File: config.mk
export PLATFORM = sky130hd
export DESIGN_NAME = ram_arbiter
export DESIGN_NICKNAME = d
export VERILOG_FILES = /design/src/rtl/ram_arbiter.sv
export SDC_FILE = /design/constraint.sdc
export NUM_CORES = 1
export LEC_CHECK = 0
export ABC_AREA = 1
export CAP_MARGIN = 20
export CORE_MARGIN = 2
export CORE_UTILIZATION = 40
export CTS_CLUSTER_DIAMETER = 50
export CTS_CLUSTER_SIZE = 24
export DETAILED_ROUTE_END_ITERATION = 6
export PLACE_DENSITY = 0.8
export SKIP_LAST_GASP = 1
export SLEW_MARGIN = 20
export SYNTH_ARGS = -nofsm -noshare
export SYNTH_HDL_FRONTEND = slang
export SYNTH_SLANG_ARGS = --single-unit
File: constraint.sdc
create_clock -name CLK -period 1.6 [get_ports CLK]
set_input_delay 0.32 -clock CLK [delete_from_list [all_inputs] [get_ports CLK]]
set_output_delay 0.32 -clock CLK [all_outputs]
set_load 0.02 [all_outputs]
File: src/rtl/ram_arbiter.sv
// ram_arbiter: shares the single 16-bit SRAM port between port 0 (CPU) and port 1 (video/DMA).
// Latency: ack 1 cycle after req is sampled, read rdata/rvalid 3 cycles after; writes 1/cycle, reads 1 per 2 cycles.
// Backpressure: requesters hold req until ack; no grant from READ, a tie loser wins the next grant opportunity.
// Option: define RAM_ARB_FIXED_PRI_EN to make port 1 win every tie (round-robin otherwise).
module ram_arbiter #(
  parameter int ADDR_W = 16,
  parameter int DATA_W = 16
) (
  input  logic              CLK,
  input  logic              RST_N,
  input  logic              p0_req,
  input  logic              p0_we,
  input  logic [ADDR_W-1:0] p0_addr,
  input  logic [DATA_W-1:0] p0_wdata,
  output logic              p0_ack,
  output logic [DATA_W-1:0] p0_rdata,
  output logic              p0_rvalid,
  input  logic              p1_req,
  input  logic              p1_we,
  input  logic [ADDR_W-1:0] p1_addr,
  input  logic [DATA_W-1:0] p1_wdata,
  output logic              p1_ack,
  output logic [DATA_W-1:0] p1_rdata,
  output logic              p1_rvalid,
  output logic [ADDR_W-1:0] ram_address,
  output logic [DATA_W-1:0] ram_dataIn,
  output logic              ram_write,
  input  logic [DATA_W-1:0] ram_dataOut,
  output logic              busy
);

  typedef enum logic [1:0] {IDLE, WRITE, READ, READ_WAIT} state_t;

  state_t              state;
  logic                rd_port;     // port that owns the read in flight
`ifndef RAM_ARB_FIXED_PRI_EN
  logic                last_grant;  // most recent winner, loses the next tie
`endif
  logic                can_grant;
  logic                winner;
  logic                g_we;
  logic [ADDR_W-1:0]   g_addr;
  logic [DATA_W-1:0]   g_wdata;

  // The SRAM is still finishing a read capture in READ, so that is the only state that cannot grant.
  assign can_grant = (state != READ) && (p0_req || p1_req);

  // Pick the winning port and mux its request fields.
  always_comb begin
`ifdef RAM_ARB_FIXED_PRI_EN
    winner = p1_req;
`else
    if (p0_req && p1_req) begin
      winner = ~last_grant;
    end else begin
      winner = p1_req;
    end
`endif
    g_we    = winner ? p1_we    : p0_we;
    g_addr  = winner ? p1_addr  : p0_addr;
    g_wdata = winner ? p1_wdata : p0_wdata;
  end

  // Sequencer: grants, SRAM drive registers, read return and busy, all registered.
  always_ff @(posedge CLK or negedge RST_N) begin
    if (!RST_N) begin
      state       <= IDLE;
      rd_port     <= 1'b0;
`ifndef RAM_ARB_FIXED_PRI_EN
      last_grant  <= 1'b1;
`endif
      ram_address <= '0;
      ram_dataIn  <= '0;
      ram_write   <= 1'b0;
      p0_ack      <= 1'b0;
      p1_ack      <= 1'b0;
      p0_rvalid   <= 1'b0;
      p1_rvalid   <= 1'b0;
      p0_rdata    <= '0;
      p1_rdata    <= '0;
      busy        <= 1'b0;
    end else begin
      p0_ack    <= 1'b0;
      p1_ack    <= 1'b0;
      p0_rvalid <= 1'b0;
      p1_rvalid <= 1'b0;

      // ram_dataOut now holds the word captured at the end of READ.
      if (state == READ_WAIT) begin
        if (rd_port) begin
          p1_rdata  <= ram_dataOut;
          p1_rvalid <= 1'b1;
        end else begin
          p0_rdata  <= ram_dataOut;
          p0_rvalid <= 1'b1;
        end
      end

      if (can_grant) begin
        // Address, data and write strobe move together so write data never rides a read cycle.
        ram_address <= g_addr;
        ram_dataIn  <= g_wdata;
        ram_write   <= g_we;
`ifndef RAM_ARB_FIXED_PRI_EN
        last_grant  <= winner;
`endif
        p0_ack      <= ~winner;
        p1_ack      <= winner;
        if (!g_we) begin
          rd_port <= winner;
        end
        state <= g_we ? WRITE : READ;
        busy  <= 1'b1;
      end else begin
        ram_write <= 1'b0;
        if (state == READ) begin
          state <= READ_WAIT;
          busy  <= 1'b1;
        end else begin
          state <= IDLE;
          busy  <= 1'b0;
        end
      end
    end
  end

endmodule
==> impl_metrics.ini <==
[synthesis]
synth_seq_cells = 74
ys_warn_count = 0
ys_seq_area_share_pct = 58.2
yosysUniqueCellTypes = 17
synth_nets = 483
syn-cell-area_sq_um = 3180
synthCells = 397
synth.avg_cell_area_sq_um = 8.02

[place]
port_buffers = 155
post-place-ws_ps = -66.6
place_inst = 650
dp_hpwl_microns = 6280
gp_congestion = 0.785

[layout]
diodes = 0
multi_input_area_sq_um = 1130
layout-drive-gt1-share_pct = 6.73
regArea_sq_um = 1850
fin_nets = 646
instances_no_fill = 667
fillers = 654
area_growth_pct = 59.6

[job]
drv_cap = 0

[clocking]
htree_levels = 3
clk_latency_ps = 330
cts_setup_buffers = 0
cts_buffer_depth = 2
cts_inserted_buffers = 9
clk_pin_slew_ps = 70
cts_tree = built
cts_root_buf = clkbuf_8
clock_sinks = 74

[floorplanning]
die_w_microns = 93.2
die-height_microns = 93.2
core-area_sq_um = 7730
top_level_ports = 156
rows = 32
initial_core_util_pct = 41.2
die_area_sq_um = 8690

[detailed_routing]
drtIter0Drc = 85
first_pass_iters = 4
ant_nets = 0
drt-total-wl_microns = 8460
vias = 3059
viasPerCell = 4.59
drc = 0
routedWlPerCell_microns = 12.7

[grt]
antenna_found_initial = 0
grt_overflow = 0
grt_pass1_vias = 2947
grt_max_degree = 38
grt_usage_pct = 20.2
grt_pass1_wl_microns = 13700

[timing]
final-setup-viol-count = 0
worst_slack_ps = 214
fmax_mhz = 721
period_share_pct = 86.6
tightest_slew_ps = 345
slew_violations = 0
hold_viol_final = 0
grt_setup_unrepaired = false
fin_setup_tns_ps = 0
slew_headroom_pct = 77.0
skew_ps = 8.58
min_period_ps = 1390

[critical_path]
end_kind = output pin
max_stage_delay_ps = 410
worst-path-max-fanout = 2
start_kind = register
crit_buf_inv = 1
reg2reg_slack_ps = 280
arrival_ps = 1070
cp_cell_sequence = dlygate4sd2_1
critPathKind = reg -> out
cp_slowest_cell = dfrtp_1
cp_top_family = flip-flops
required_ps = 1280

[power]
power_density_nw_per_um2 = 1810
peakVddDrop_mv = 0.744
leakage_nw = 2.80

[outcome]
status = completed

[worst_hold_path]
hp-class = in -> async
-- worst paths after layout --
check | from | endpoint | cells past startpoint
worst min register to register | ram_address[15] | ram_address[15] | 2
min in group CLK | ram_address[15] | ram_address[15] | 2
worst max register to register | last_grant | state[0] | 6
worst min-delay path | RST_N | p0_rdata[10] | 2
max in group asynchronous | RST_N | last_grant | 3
worst max-delay path | ram_address[6] | ram_address[6] | 1
-- through the flow --
step	power (mW)	util, %	instance area, sq um	hold WS, ps
after floorplan	5.74	-	3180	24.4
after global placement	8.19	63.7	4920	243
after detailed placement	8.31	63.7	4920	249
after CTS	9.33	65.7	5070	424
after global routing	9.89	65.8	5080	455
final	9.22	65.8	5080	435
-- per-layer routing --
metal,vias up,global-route usage (%),wire [microns]
met4,0,7.72,91
met2,125,33.6,4030
met3,6,5.32,748
met5,-,0,0
li1,1527,-,-
met1,1401,25.3,3590
-- where the power goes --
part	leakage (nW)	switching (mW)	internal [mW]
Clock	0.112	0.678	0.923
Combinational	1.78	2.66	1.69
Sequential	0.909	0.474	2.79
-- cell usage after synthesis --
cell type / number / area share (%)
nand3b_1: 1 / 0.24
buf_2: 6 / 0.94
inv_1: 23 / 2.7
o21ai_0: 33 / 5.2
nor2_1: 2 / 0.24
inv_4: 1 / 0.20
dfrtp_1: 73 / 57
buf_4: 3 / 0.71
inv_2: 1 / 0.12
dfstp_2: 1 / 0.83
nand3_1: 5 / 0.79
nand2_1: 235 / 28
clkbuf_1: 6 / 0.71
nor2_8: 1 / 0.63
nor2_2: 2 / 0.39
buf_6: 3 / 1.1
nand2_2: 1 / 0.20
-- what timing repair did --
action                                  in CTS  in global routing
pin swaps                                    0                  0
hold buffers                                 1                  0
endpoints found under the setup margin      67                  3
hold endpoints to repair                    24                  0
resized for setup                           67                  3
-- kinds of logic (layout without fill, tap and decap cells) --
group                  after synthesis  count (layout)  share of synthesized area (%)
buffers and inverters               43             211                           6.44
and+or+nand+nor                    247             247                           30.2
AOI/OAI and AO/OA                   33              33                           5.19
DFF                                 74              74                           58.2
-- state kept, by name, indices dropped and copies added (netlist names), 2 cells and up --
register,cells
p0_rdata,16
p1_rdata,16
ram_address,16
ram_dataIn,16
state,2
-- cells in the final DEF, fill, tap and decap left out --
master	count
buf_4	10
inv_4	1
clkinvlp_4	1
clkinv_2	1
clkinv_4	2
dfstp_2	1
bufinv_16	2
nor2_2	2
nand2_1	235
nand2_2	1
dlygate4sd3_1	1
inv_2	1
inv_1	23
nor2_8	1
dfrtp_1	73
o21ai_0	33
clkdlybuf4s50_1	84
nand3b_1	1
nand3_1	5
dlygate4sd2_1	67
clkbuf_8	10
buf_12	5
dlymetal6s2s_1	3
nor2_1	2
-- layout make-up --
type                    instances  share of cell area (%)
clock inverters                 6                    1.77
repair buffers                170                    32.5
multi-input cells             280                    22.2
well taps                     102                    2.51
inverters                      25                    1.90
flip-flops and latches         74                    36.5
clock buffers                  10                    2.71
No activity file was read; power rests on OpenSTA's default activity.
